<file path="src/rtl/divider_pkg.sv">
// Shared width constant and FSM state encoding for the 8-bit restoring divider.
package divider_pkg;

    localparam int DIV_W = 8;

    // SHIFTk/TRIALk alternate so each step's successor is simply the next code;
    // TRIAL7 + 1 lands on HOLD.
    typedef enum logic [4:0] {
        IDLE   = 5'd0,
        SHIFT0 = 5'd1,  TRIAL0 = 5'd2,
        SHIFT1 = 5'd3,  TRIAL1 = 5'd4,
        SHIFT2 = 5'd5,  TRIAL2 = 5'd6,
        SHIFT3 = 5'd7,  TRIAL3 = 5'd8,
        SHIFT4 = 5'd9,  TRIAL4 = 5'd10,
        SHIFT5 = 5'd11, TRIAL5 = 5'd12,
        SHIFT6 = 5'd13, TRIAL6 = 5'd14,
        SHIFT7 = 5'd15, TRIAL7 = 5'd16,
        HOLD   = 5'd17
    } div_state_t;

endpackage

</file>
<file path="src/rtl/divider_8bit_if.sv">
// Switch/button side of the divider: RUN/LOADD/S in, result and status out.
interface divider_8bit_if import divider_pkg::*; ();

    logic             RUN;
    logic             LOADD;
    logic [DIV_W-1:0] S;
    logic [DIV_W-1:0] Q;
    logic [DIV_W-1:0] R;
    logic [DIV_W-1:0] DVSR;
    logic             DIVZERO;
    logic             DONE;

    modport master (output RUN, LOADD, S, input Q, R, DVSR, DIVZERO, DONE);
    modport slave  (input RUN, LOADD, S, output Q, R, DVSR, DIVZERO, DONE);

endinterface

</file>
<file path="src/rtl/div_control.sv">
// One-state-per-step control FSM: IDLE, eight SHIFT/TRIAL pairs, then HOLD until RUN drops.
module div_control import divider_pkg::*; (
    input  logic CLK,
    input  logic RESET,
    input  logic RUN,
    input  logic LOADD,
    input  logic DZ,
    input  logic NEG,
    output logic LD_D,
    output logic START,
    output logic START_DZ,
    output logic SHIFT_EN,
    output logic TRIAL_EN,
    output logic DONE
);

    div_state_t state_q, state_d;

    // NOTE: sequential state uses non-blocking assignment so every flop samples pre-edge values.
    always_ff @(posedge CLK) begin
        if (RESET) state_q <= IDLE;
        else       state_q <= state_d;
    end

    // NOTE: every output gets a default first, so no path through the case can infer a latch.
    always_comb begin
        state_d  = state_q;
        LD_D     = 1'b0;
        START    = 1'b0;
        START_DZ = 1'b0;
        SHIFT_EN = 1'b0;
        TRIAL_EN = 1'b0;
        DONE     = 1'b0;
        case (state_q)
            IDLE: begin
                if (LOADD) begin
                    LD_D = 1'b1;
                end else if (RUN) begin
                    if (DZ) begin
                        START_DZ = 1'b1;
                        state_d  = HOLD;
                    end else begin
                        START   = 1'b1;
                        state_d = SHIFT0;
                    end
                end
            end
            SHIFT0, SHIFT1, SHIFT2, SHIFT3, SHIFT4, SHIFT5, SHIFT6, SHIFT7: begin
                SHIFT_EN = 1'b1;
                state_d  = div_state_t'(state_q + 5'd1);
            end
            TRIAL0, TRIAL1, TRIAL2, TRIAL3, TRIAL4, TRIAL5, TRIAL6, TRIAL7: begin
                // Commit the subtraction only when it did not go negative.
                TRIAL_EN = ~NEG;
                state_d  = div_state_t'(state_q + 5'd1);
            end
            HOLD: begin
                DONE = 1'b1;
                if (!RUN) state_d = IDLE;
            end
            default: state_d = IDLE;
        endcase
    end

endmodule

</file>
<file path="src/rtl/divider_8bit.sv">
// Restoring divider datapath: divisor D, quotient/dividend Q, 9-bit partial remainder P.
module divider_8bit import divider_pkg::*; (
    input  logic           CLK,
    input  logic           RESET,
    divider_8bit_if.slave  bus
);

    logic [DIV_W-1:0] d_q, d_d;
    logic [DIV_W-1:0] q_q, q_d;
    logic [DIV_W:0]   p_q, p_d;
    logic             divzero_q, divzero_d;
    logic [DIV_W+1:0] diff;

    logic ld_d, start, start_dz, shift_en, trial_en;

    // Extra top bit of the 10-bit difference is the borrow that rejects a trial.
    assign diff = {1'b0, p_q} - {2'b0, d_q};

    div_control u_ctrl (
        .CLK      (CLK),
        .RESET    (RESET),
        .RUN      (bus.RUN),
        .LOADD    (bus.LOADD),
        .DZ       (d_q == '0),
        .NEG      (diff[DIV_W+1]),
        .LD_D     (ld_d),
        .START    (start),
        .START_DZ (start_dz),
        .SHIFT_EN (shift_en),
        .TRIAL_EN (trial_en),
        .DONE     (bus.DONE)
    );

    always_comb begin
        d_d       = d_q;
        q_d       = q_q;
        p_d       = p_q;
        divzero_d = divzero_q;
        if (ld_d) d_d = bus.S;
        if (start) begin
            q_d       = bus.S;
            p_d       = '0;
            divzero_d = 1'b0;
        end
        if (start_dz) begin
            q_d       = '1;
            p_d       = {1'b0, bus.S};
            divzero_d = 1'b1;
        end
        if (shift_en) {p_d, q_d} = {p_q[DIV_W-1:0], q_q, 1'b0};
        if (trial_en) begin
            p_d    = diff[DIV_W:0];
            q_d[0] = 1'b1;
        end
    end

    always_ff @(posedge CLK) begin
        if (RESET) begin
            d_q       <= '0;
            q_q       <= '0;
            p_q       <= '0;
            divzero_q <= 1'b0;
        end else begin
            d_q       <= d_d;
            q_q       <= q_d;
            p_q       <= p_d;
            divzero_q <= divzero_d;
        end
    end

    assign bus.Q       = q_q;
    assign bus.R       = p_q[DIV_W-1:0];
    assign bus.DVSR    = d_q;
    assign bus.DIVZERO = divzero_q;

endmodule

</file>
<file path="src/flat_wrapper.sv">
// flat-port wrapper written by rule: the top's interface ports become plain ports
module divider_8bit_flat import divider_pkg::*;
  (CLK, RESET, bus_RUN, bus_LOADD, bus_S, bus_Q, bus_R, bus_DVSR, bus_DIVZERO, bus_DONE);
  divider_8bit_if bus_i ();
  input  logic CLK;
  input  logic RESET;
  input wire logic [$bits(bus_i.RUN)-1:0] bus_RUN;
  input wire logic [$bits(bus_i.LOADD)-1:0] bus_LOADD;
  input wire logic [$bits(bus_i.S)-1:0] bus_S;
  output wire logic [$bits(bus_i.Q)-1:0] bus_Q;
  output wire logic [$bits(bus_i.R)-1:0] bus_R;
  output wire logic [$bits(bus_i.DVSR)-1:0] bus_DVSR;
  output wire logic [$bits(bus_i.DIVZERO)-1:0] bus_DIVZERO;
  output wire logic [$bits(bus_i.DONE)-1:0] bus_DONE;
  assign bus_i.RUN = bus_RUN;
  assign bus_i.LOADD = bus_LOADD;
  assign bus_i.S = bus_S;
  assign bus_Q = bus_i.Q;
  assign bus_R = bus_i.R;
  assign bus_DVSR = bus_i.DVSR;
  assign bus_DIVZERO = bus_i.DIVZERO;
  assign bus_DONE = bus_i.DONE;
  divider_8bit u_core (.CLK(CLK), .RESET(RESET), .bus(bus_i));
endmodule
</file>
<file path="config.mk">
export PLATFORM = sky130hd
export DESIGN_NAME = divider_8bit_flat
export DESIGN_NICKNAME = d
export VERILOG_FILES = /design/src/rtl/divider_pkg.sv /design/src/rtl/divider_8bit_if.sv /design/src/rtl/div_control.sv /design/src/rtl/divider_8bit.sv /design/src/flat_wrapper.sv
export SDC_FILE = /design/constraint.sdc
export NUM_CORES = 1
export LEC_CHECK = 0
export ABC_AREA = 1
export BUFFER_PORTS_ARGS = -buffer_cell sky130_fd_sc_hd__buf_2
export CORE_ASPECT_RATIO = 0.8
export CORE_MARGIN = 5
export CORE_UTILIZATION = 56
export DETAILED_ROUTE_END_ITERATION = 8
export GPL_ROUTABILITY_DRIVEN = 0
export HOLD_SLACK_MARGIN = 0.05
export PLACE_DENSITY_LB_ADDON = 0.05
export SYNTH_ARGS = -nofsm -noshare
export SYNTH_HDL_FRONTEND = slang
export SYNTH_HIERARCHICAL = 1
export SYNTH_SLANG_ARGS = --single-unit
</file>
<file path="constraint.sdc">
create_clock -name CLK -period 2.4 [get_ports CLK]
set_input_delay 0.36 -clock CLK [delete_from_list [all_inputs] [get_ports CLK]]
set_output_delay 0.36 -clock CLK [all_outputs]
set_load 0.02 [all_outputs]
</file>
# Yosys cells after proc, flatten, opt, wreduce, memory -nomap -nowiden
# Cells that the tools add are included.
[classes]
reduce_logical = 9
bitwise_logic = 1
eq_ne = 20
add_sub_neg = 2
muxes = 28
[op_table]
columns = ["cell", "count"]
rows = [
  ["5-bit by 4-bit equality test with 1-bit output (second input constant)", 8],
  ["9-bit 2-to-1 mux", 4],
  ["8-bit 2-to-1 mux", 3],
  ["5-bit by 3-bit equality test with 1-bit output (second input constant)", 4],
  ["5-bit 2-to-1 mux", 4],
  ["1-bit 2-to-1 mux", 16],
  ["16-bit OR reduction", 1],
  ["8-bit OR reduction", 2],
  ["5-bit one-hot mux with 3 select lines", 1],
  ["5-bit by 2-bit equality test with 1-bit output (second input constant)", 2],
  ["5-bit equality test (second input constant)", 2],
  ["9-bit by 8-bit subtractor with 10-bit output", 1],
  ["8-bit logical NOT", 1],
  ["2-bit != test (second input constant)", 3],
  ["5-bit by 1-bit adder with 5-bit output (second input constant)", 1],
  ["5-bit by 1-bit equality test with 1-bit output (second input constant)", 1],
  ["5-bit logical NOT", 1],
  ["4-bit nonzero test", 1],
  ["3-bit AND reduction", 1],
  ["3-bit nonzero test", 1],
  ["2-bit nonzero test", 1],
  ["1-bit inverter", 1],
]
[totals]
register_bits = 31
output_inout_bits = 26

# Logic depth before layout (Yosys ltp)
# Gate-level depths: netlist of the first run.
[depth]
ltp_word = 9
depth_mapped = 15
ltp_nobuf = 15

# Modules after synthesis
# Netlist of the first run, hierarchy kept.
[modules_own_cells]
columns = ["mod", "seq_area_each_um2", "cells_each", "area_per_inst_um2", "n_inst"]
rows = [
  ["divider_8bit", 520.5, 246, 1690.4, 1],
  ["div_control", 100.1, 73, 450.4, 1],
]

# Worst setup path after synthesis of the first run
# OpenSTA, ideal clock, no wires.
[synth_timing]
path_type = "register to register"
start = "register u_core.d_q[1], in the netlist u_core/bus.DVSR[1]"
end = "register u_core.p_q[2]"
arrival_ps = 2058
period_less_slack_ps = 2175
path_slack_ps = 225
required_ps = 2284
stages_incl_launch_ff = 15
setup_time_ps = 116
path_cell_list = "dfxtp_1 -> inv_1 -> ha_1 -> nand2_1 -> a21oi_1 -> nand2_1 -> nand2_1 -> a21oi_1 -> a21oi_1 -> inv_2 -> nand2_2 -> buf_6 -> nand3_1 -> o211ai_1 -> inv_1"
[synth_between]
elab_cells_between_ends = 16
classes_between = "1 x add/sub; 12 x mux; 1 x bitwise; 2 x reduce/logical"
[synth_rtl]
columns = ["item", "line_no", "source"]
rows = [
  ["from (decl)", "divider_8bit.sv:8", "logic [DIV_W-1:0] d_q, d_d;"],
  ["from (signal assigned)", "divider_8bit.sv:59", "d_q <= '0;"],
  ["from (signal assigned)", "divider_8bit.sv:64", "d_q <= d_d;"],
  ["9-bit by 8-bit subtractor with 10-bit output *", "divider_8bit.sv:17", "assign diff = {1'b0, p_q} - {2'b0, d_q};"],
  ["net u_core.diff[9]", "divider_8bit.sv:12", "logic [DIV_W+1:0] diff;"],
  ["1-bit inverter *", "div_control.sv:54", "TRIAL_EN = ~NEG;"],
  ["1-bit 2-to-1 mux *", "div_control.sv:34", "case (state_q)"],
  ["net u_core.trial_en", "divider_8bit.sv:14", "logic ld_d, start, start_dz, shift_en, trial_en;"],
  ["4-bit nonzero test (no source line) or 9-bit 2-to-1 mux (tied branches)", "n/a", ""],
  ["to (signal assigned)", "divider_8bit.sv:66", "p_q <= p_d;"],
  ["to (decl)", "divider_8bit.sv:10", "logic [DIV_W:0] p_q, p_d;"],
]
# Mark *: on every way through the listed nets, which the timed path passes. The rest lies on a longest branch.
# A chain may end at the register's enable or synchronous reset.

# Final worst setup path of the first run
[layout_timing]
start = "register u_core.d_q[4], in the netlist u_core/bus.DVSR[4]"
end = "register u_core.p_q[7]"
# Same word-level chain as after synthesis.

==> results of run 1 <==
[state kept, by name, summed over array words and instances (netlist names)]
register               count
u_core/bus.DIVZERO         1
u_core/bus.Q               8
u_core/bus.DVSR            8
u_core/u_ctrl/state_q      5
u_core/p_q                 9
[timing repair]
item	in CTS	in global routing
gates resized for setup	0	5
setup buffers	0	7
setup endpoints to repair	0	10
[final cells by class]
class / count / share of cell area, %
inverter: 53 / 8.17
tap: 44 / 2.20
timing repair buffer: 49 / 11.0
multi-input combinational: 219 / 49.0
clock inverter: 2 / 1.40
sequential: 31 / 24.8
clock buffer: 6 / 3.31
[how the worst max path moves through the flow]
stage	start	endpoint	slack, ns	depth (start not counted)
4_1_cts	u_core/bus.DVSR[4]	u_core/p_q[7]	0.1	13
6_report	u_core/bus.DVSR[4]	u_core/p_q[7]	0.19	13
5_1_grt	u_core/bus.DVSR[4]	u_core/p_q[7]	-0.008	13
3_3_place_gp	u_core/bus.DVSR[4]	u_core/p_q[7]	0.08	13
3_5_place_dp	u_core/bus.DVSR[4]	u_core/p_q[7]	0.12	13
2_1_floorplan	u_core/bus.DVSR[1]	u_core/p_q[2]	0.23	14
[stage by stage]
step                total power [W]  setup slack [ns]  utilization, %  cells
global placement            0.00332            0.0759            61.3    389
CTS                         0.00388            0.0961            64.5    397
finish                      0.00409             0.186            66.5    404
floorplan                   0.00283             0.225               -    319
global route                0.00446          -0.00753            66.5    404
detailed placement          0.00333             0.115            61.3    389
[power groups by stage]
| stage | registers, W | logic, W | clock network (W) |
|---|---|---|---|
| 2_1_floorplan | 0.000976 | 0.00185 | 0 |
| 3_3_place_gp | 0.000882 | 0.00244 | 0 |
| 3_5_place_dp | 0.000879 | 0.00245 | 0 |
| 4_1_cts | 0.000871 | 0.00247 | 0.000536 |
| 5_1_grt | 0.000906 | 0.00299 | 0.000563 |
| 6_report | 0.000877 | 0.00269 | 0.000527 |
[layout by cell type (no fill, tap or decap), types with 4 or more instances in the layout]
cell type	netlist	final
a21oi_1	26	24
a31oi_1	6	6
buf_2	3	37
buf_4	8	12
clkbuf_8	0	6
dfxtp_1	31	31
ha_1	13	13
inv_1	47	47
inv_2	5	5
nand2_1	69	69
nand3_1	22	22
nand4_1	4	4
nor2_1	19	19
o21ai_0	20	20
o21ai_1	10	10
[layer usage]
| layer | up-vias | GRT usage, % |
|---|---|---|
| met3 | 2 | 4.66 |
| li1 | 1115 | - |
| met1 | 990 | 35.9 |
| met2 | 106 | 32.5 |
| met5 | - | 0 |
| met4 | 0 | 4.72 |
[synth_stat cells, types with 2 or more instances]
| library cell | count |
|---|---|
| nand2_1 | 69 |
| o221ai_2 | 2 |
| clkbuf_1 | 2 |
| o21ai_1 | 10 |
| buf_2 | 3 |
| ha_1 | 13 |
| o21bai_1 | 3 |
| nor2_2 | 2 |
| inv_1 | 47 |
| buf_4 | 8 |
| nor2_1 | 19 |
| a21oi_1 | 26 |
| buf_6 | 3 |
| nand3b_1 | 2 |
| nand3_1 | 22 |
| nand4_1 | 4 |
| nor3_1 | 3 |
| dfxtp_1 | 31 |
| nand2_2 | 4 |
| a31oi_1 | 6 |
| inv_2 | 5 |
| xor2_1 | 2 |
| o21ai_0 | 20 |
| o211ai_1 | 2 |
[cells by family (layout without fill, tap and decap cells)]
| family | count (synthesis) | after routing | share of synthesized area [%] |
|---|---|---|---|
| XOR/XNOR | 3 | 3 | 1.23 |
| buffers and inverters | 69 | 110 | 15.0 |
| AND/OR/NAND/NOR | 130 | 130 | 27.0 |
| AO/OA/AOI/OAI | 72 | 72 | 19.3 |
| flip-flops | 31 | 31 | 29.0 |
| adder cells (fa/ha/maj) | 14 | 14 | 8.53 |
[worst reg2reg max path: cells and delay by family, from the launching register on]
kind / cells / cell delay [ns]
DFF: 1 / 0.32
AOI/OAI and AO/OA: 4 / 0.70
buffers and inverters: 3 / 0.27
adders and majority gates: 1 / 0.36
and+or+nand+nor: 5 / 0.45
==> summary.md, run 1 <==
| Metric | Value |
|---|---|
| Clock network fraction of design power | `12.9%` |
| TritonCTS Buffers | `5` |
| Worst Skew | `0.00613 ns` |
| Via Count | `2213` |
| WP data required | `2.58 ns` |
| Clk root buf | `clkbuf_8` |
| Filler instances | `342` |
| First-pass DRT Iterations | `5` |
| IO buf count | `37` |
| Fmax | `0.452 GHz` |
| Multi-input gate area | `1220 sq um` |
| Internal power | `0.00201 W` |
| Worst Reg-to-Reg Cells | `13` |
| Share of the synthesized area in the top cell type | `29.0%` |
| Status | `completed` |
| Synthesis Warnings | `6` |
| Post-synth top area cell | `dfxtp_1` |
| Cell Area, Placed | `2300 sq um` |
| Hold Path Depth | `2` |
| Register bit total from synthesis | `31` |
| Initial Utilization | `57.0%` |
| Ant. Diodes | `0` |
| Crit-path cells | `inv_1 -> ha_1 -> a21oi_2 -> nor2_1 -> nor2_1 -> nand2_1 -> a21oi_1 -> a21oi_1 -> inv_2 -> nand2_4 -> o211a_1 -> nand2_1 -> inv_1` |
| Avg Cell Area, Syn | `6.71 sq um` |
| DRC | `0` |
| Met3 wire len | `481 um` |
| Share of cells above drive strength 1 | `21.9%` |
| Worst reg2reg endpoint | `u_core/p_q[7]` |
| Final setup fails | `0` |
| Seq/Total Area, Yosys | `29.0%` |
| I/O pin total | `38` |
| Global route overflow | `0` |
| Slew Viols, Final | `0` |
| Final setup TNS | `0 ns` |
| H-tree Lvls | `2` |
| Worst-path clk slew | `0.07 ns` |
| Die Area | `5170 sq um` |
| Area delta synth->final | `16.7%` |
| CTS Hold Buffers Added | `0` |
| Row count | `20` |
| Worst EP arrival | `2.39 ns` |
| Critical path class | `register to register` |
| Hold Path Class | `primary input to register` |
| CTS tree | `yes` |
| Max transition margin | `58.7%` |
| R2R Setup Slk | `0.19 ns` |
| Post-route cell area | `2500 sq um` |
| WL final | `5750 um` |
| CP peak stage delay | `0.36 ns` |
| Net Switching | `0.00209 W` |
| Max_cap viols | `0` |
| Leakage power | `1.30 nW` |
| Sequential Power Share | `21.4%` |
| PwrDens | `1640 nW/um^2` |
| Peak supply drop | `0.922 mV` |
| DR WL/cell | `14.2 um` |
| Hpwl dp | `4330 um` |
| Die span in y | `65.3 um` |
| Worst R2R Start | `u_core/bus.DVSR[4]` |
| Pin count of the biggest net entering global routing | `22` |
| NumNets Final | `385` |
| Synth Net Count | `345` |
| Vias/cell | `5.48` |
| Post-DRT Antenna Nets | `0` |
| Gate Count Post-Synth | `319` |
| Tightest Pin Transition | `0.619 ns` |
| CP Max Fanout | `11` |
| Top_reg_cell synth | `dfxtp_1` |
| First-pass GRT wire length | `9470 um` |
| Hold Crit Start | `RESET` |
| Switching part of the total | `50.9%` |
| Final worst path period need | `2.21 ns` |
| CTS Buffer Depth | `2` |
| Vias in the first global route | `1988` |
| Met2 wire len | `2280 um` |
| Crit path buf inv count | `3` |
| Cell at the slowest stage of the critical path | `ha_1` |
| Combinational power share | `65.7%` |
| Fin. Hold Viols | `0` |
| Startpoint Class | `register` |
| FF+latch area | `621 sq um` |
| Post-synthesis cell type count | `35` |
| Core Area | `3750 sq um` |
| WL met1 | `2970 um` |
| Drt first-iter violations | `259` |
| Period utilization | `92.2%` |
| Total track usage | `23.1%` |
| FFs w/ async S/R, synth | `0%` |
| Crit. End Element | `register` |
| Skew-Pair Late Insertion Delay | `0.28 ns` |
| Synth area leaders | `dfxtp_1, nand2_1, inv_1` |
| Post-synth EDFFs | `0` |
| Top delay family on crit path | `compound AO/OA/AOI/OAI gates` |
| Max Used Layer | `met4` |
| Worst hold endpoint | `u_core/bus.DIVZERO` |
| Die width | `79.1 um` |
| Clock sink count | `31` |
| Initial antenna violation count | `0` |
| Synthesized area | `2140 sq um` |
| Hold WS | `0.346 ns` |
Note: power is estimated with default switching activity, not from simulation.
==> run 2, diff against run 1 <==
--- a/config.mk
+++ b/config.mk
@@ -5,7 +5,6 @@
 export SDC_FILE = /design/constraint.sdc
 export NUM_CORES = 1
 export LEC_CHECK = 0
-export ABC_AREA = 1
 export BUFFER_PORTS_ARGS = -buffer_cell sky130_fd_sc_hd__buf_2
 export CORE_ASPECT_RATIO = 0.8
 export CORE_MARGIN = 5
==> run 2 against run 1 <==
  * The flow now finishes with violations (negative setup slack)
  * Critical endpoint is now u_core/p_q[5]
  * Die area is 1.8% lower
  * Flip-flop and latch count stayed put
  * Synthesized area decreased by 2.0%
  * Largest cell class unchanged
  * Routed wire length is 5.4% higher
  * Via count grew 1.4%
  * First-iteration DRC count fell by 31%
  * Sequential share of layout area fell by 2.3 points
  * Total power increased by 0.70%
  * Largest power group unchanged
  * Global-route usage grew 0.84 points
  * Clock power shrank 20%
==> summary.md, run 2 <==
| Metric | Value |
|---|---|
| Status | `finished with violations` |
| Failing checks | `negative setup slack` |
| H-tree Lvls | `2 (unchanged)` |
| Core Area | `3520 sq um (-6.3%)` |
| Die span in y | `64.7 um (-0.87%)` |
| CTS tree | `yes` |
| First-pass GRT wire length | `9520 um (+0.52%)` |
| Gate Count Post-Synth | `259 (-19%)` |
| Post-synth EDFFs | `0 (unchanged)` |
| WL final | `6060 um (+5.4%)` |
| DRC | `0 (unchanged)` |
| Unrepaired setup endpoints after global routing | `yes` |
| NumNets Final | `354 (-8.1%)` |
| Cell with the most instances after synthesis | `dfxtp_1` |
| Synthesis Warnings | `6 (unchanged)` |
| CTS Buffer Depth | `2 (unchanged)` |
| Die Area | `5080 sq um (-1.8%)` |
| PwrDens | `1470 nW/um^2 (-10%)` |
| Worst R2R Start | `u_core/bus.DVSR[6]` |
| TritonCTS Buffers | `5 (unchanged)` |
| Cell Area, Placed | `2540 sq um (+10%)` |
| Top delay family on crit path | `simple AND/OR/NAND/NOR gates` |
| Die width | `78.4 um (-0.90%)` |
| Ant. Diodes | `0 (unchanged)` |
| Worst EP arrival | `2.67 ns (+0.28 ns)` |
| Row count | `19 (-5.0%)` |
| Final WS setup | `-0.0864 ns (-0.273 ns)` |
| FFs w/ async S/R, synth | `0% (unchanged)` |
| Worst Skew | `0.00538 ns (-0.000753 ns)` |
| CP peak stage delay | `0.56 ns (+0.20 ns)` |
| Multi-input gate area | `1420 sq um (+16%)` |
| I/O pin total | `38 (unchanged)` |
| Post-synth top area cell | `dfxtp_1` |
| Share of the synthesized area in the top cell type | `29.6% (+0.61 points)` |
| Most frequent cells in the layout | `buf_4, buf_2, dfxtp_1` |
| Via Count | `2243 (+1.4%)` |
| Post-synthesis cell type count | `55 (+57%)` |
| Worst reg2reg endpoint | `u_core/p_q[5]` |
| Seq/Total Area, Yosys | `29.6% (+0.61 points)` |
| Global route overflow | `0 (unchanged)` |
| Post-Place Cells | `352 (-9.5%)` |
| Area delta synth->final | `33.4%` |
| Cell at the slowest stage of the critical path | `or4_4` |
| Crit path buf inv count | `1 (-2)` |
| FF+latch area | `631 sq um (+1.6%)` |
| Max_cap viols | `0 (unchanged)` |
| Avg Cell Area, Syn | `8.10 sq um (+21%)` |
| Vias/cell | `6.05 (+10%)` |
| Non-Filler Instances | `371 (-8.2%)` |
| Skew-Pair Late Insertion Delay | `0.29 ns (about the same)` |
| Total track usage | `24.0% (+0.84 points)` |
| Initial antenna violation count | `0 (unchanged)` |
| Worst-path clk slew | `0.07 ns (about the same)` |
| Leakage power | `1.22 nW (-6.3%)` |
| Fmax | `0.402 GHz (-11%)` |
| Hpwl dp | `4260 um (-1.5%)` |
| Crit path from | `u_core/bus.DVSR[6]` |
| Max transition margin | `54.7% (-4.0 points)` |
| Post-route cell area | `2800 sq um (+12%)` |
| Synthesized area | `2100 sq um (-2.0%)` |
| WP data required | `2.58 ns (about the same)` |
| Slew Viols, Final | `0 (unchanged)` |
| Drt first-iter violations | `180 (-31%)` |
| Crit. End Element | `register` |
| Period utilization | `104% (+11 points)` |
| Clock sink count | `31 (unchanged)` |
| Register bit total from synthesis | `31 (unchanged)` |
| Pin count of the biggest net entering global routing | `35 (+59%)` |
| Synth area leaders | `dfxtp_1, ha_1, mux2i_1` |
| Hold Path Class | `primary input to register` |
| DR WL/cell | `16.3 um (+15%)` |
| Clk root buf | `clkbuf_8` |
| Commonest non-fill, non-tap cell in the layout | `buf_4` |
| Worst Reg-to-Reg Cells | `10 (-3)` |
| Final worst path period need | `2.49 ns (+0.273 ns)` |
| Share of cells above drive strength 1 | `38.9% (+17 points)` |
| Vias in the first global route | `1980 (-0.40%)` |
| Largest reg by FF count | `u_core/p_q` |
| Top_reg_cell synth | `dfxtp_1` |
| CTS Hold Buffers Added | `0 (unchanged)` |
| Levels on crit path | `10 (-3)` |
| Peak supply drop | `1.04 mV (+13%)` |
| Setup crit end | `u_core/p_q[5]` |
| IO buf count | `37 (unchanged)` |
| Tightest Pin Transition | `0.680 ns (+0.0611 ns)` |
| CP Max Fanout | `6 (-5)` |
| Filler instances | `243 (-29%)` |
| First-pass DRT Iterations | `5 (unchanged)` |
| Final setup fails | `4 (+4)` |
| Largest register FFs | `9 (unchanged)` |
| Fin. Hold Viols | `0 (unchanged)` |
| Hold WS | `0.346 ns (-0.000416 ns)` |
| Critical path class | `register to register` |
| Post-synth top cells | `dfxtp_1, nand2_1, inv_1, nor2_1, a21oi_1` |
| Post-DRT Antenna Nets | `0 (unchanged)` |
| Startpoint Class | `register` |
| R2R Setup Slk | `-0.09 ns (-0.27 ns)` |
| Synth Net Count | `285 (-17%)` |
| Initial Utilization | `59.6% (+2.6 points)` |
| Crit-path cells | `inv_4 -> ha_4 -> and2_4 -> or3_4 -> o32ai_4 -> o21a_1 -> nor2_4 -> or4_4 -> o221ai_2 -> a21oi_1` |
==> run 2: logic make-up after synthesis <==
kind of cell / after synthesis / synth area share (%)
AOI/OAI and AO/OA: 67 / 23.2
xor gates and xnor gates: 3 / 1.25
adders and majority gates: 14 / 8.71
buffers and inverters: 41 / 8.77
DFF: 31 / 29.6
muxes: 13 / 6.21
and+or+nand+nor: 90 / 22.3
==> run 2: per-stage QoR <==
| stage | utilization (%) | worst slack, ns | setup TNS (ns) | total power (W) |
|---|---|---|---|---|
| floorplan | - | -0.0118 | -0.0162 | 0.00255 |
| global placement | 72.1 | -0.0444 | -0.137 | 0.00322 |
| detailed placement | 72.1 | -0.0899 | -0.424 | 0.00325 |
| CTS | 76.5 | -0.0445 | -0.158 | 0.00385 |
| global route | 79.5 | -0.199 | -1.14 | 0.00441 |
| finish | 79.5 | -0.0864 | -0.298 | 0.00412 |
==> run 2: worst min path at each step <==
stage,to,depth (start not counted),startpoint,slack (ns)
2_1_floorplan,u_core/u_ctrl/state_q[3],1,RESET,0.43
3_3_place_gp,u_core/bus.DIVZERO,2,u_core/bus.DIVZERO,0.46
3_5_place_dp,u_core/bus.DIVZERO,2,u_core/bus.DIVZERO,0.47
4_1_cts,u_core/bus.DVSR[2],3,bus_S[2],0.33
5_1_grt,u_core/bus.DVSR[0],3,bus_S[0],0.34
6_report,u_core/bus.DVSR[2],3,bus_S[2],0.35
==> run 2: layer usage <==
| metal | share of wire, % | up-vias | global-route usage, % | wire length [um] |
|---|---|---|---|---|
| met5 | 0 | - | 0 | 0 |
| met4 | 1.7 | 0 | 7.86 | 104 |
| met3 | 9.5 | 17 | 6.23 | 577 |
| met2 | 45 | 118 | 37.7 | 2740 |
| met1 | 44 | 1040 | 32.1 | 2640 |
| li1 | - | 1068 | - | - |
==> run 2: worst min-delay path, delay by kind of cell <==
kind	cells	cell delay (ns)
mux	1	0.07
simple gates	1	0.07
buf+inv	1	0.11
==> run 2: layout make-up <==
class                           count  area share (%)
Clock buffer                        5            2.46
Clock inverter                      3           0.671
Inverter                           23            3.31
Multi-Input combinational cell    187            50.8
Sequential cell                    31            22.5
Tap cell                           42            1.88
Timing Repair Buffer               80            18.3
==> run 2: power breakdown <==
group / total [W] / internal, W / switching, W
clock network: 0.000420 / 0.000202 / 0.000217
registers: 0.000818 / 0.000685 / 0.000132
logic: 0.00288 / 0.00133 / 0.00156
==> run 2: timing repair <==
action                     4_1_cts  5_1_grt
pin swaps                        4        7
resized for setup                4       15
setup buffers                    7        4
setup endpoints to repair        9       16
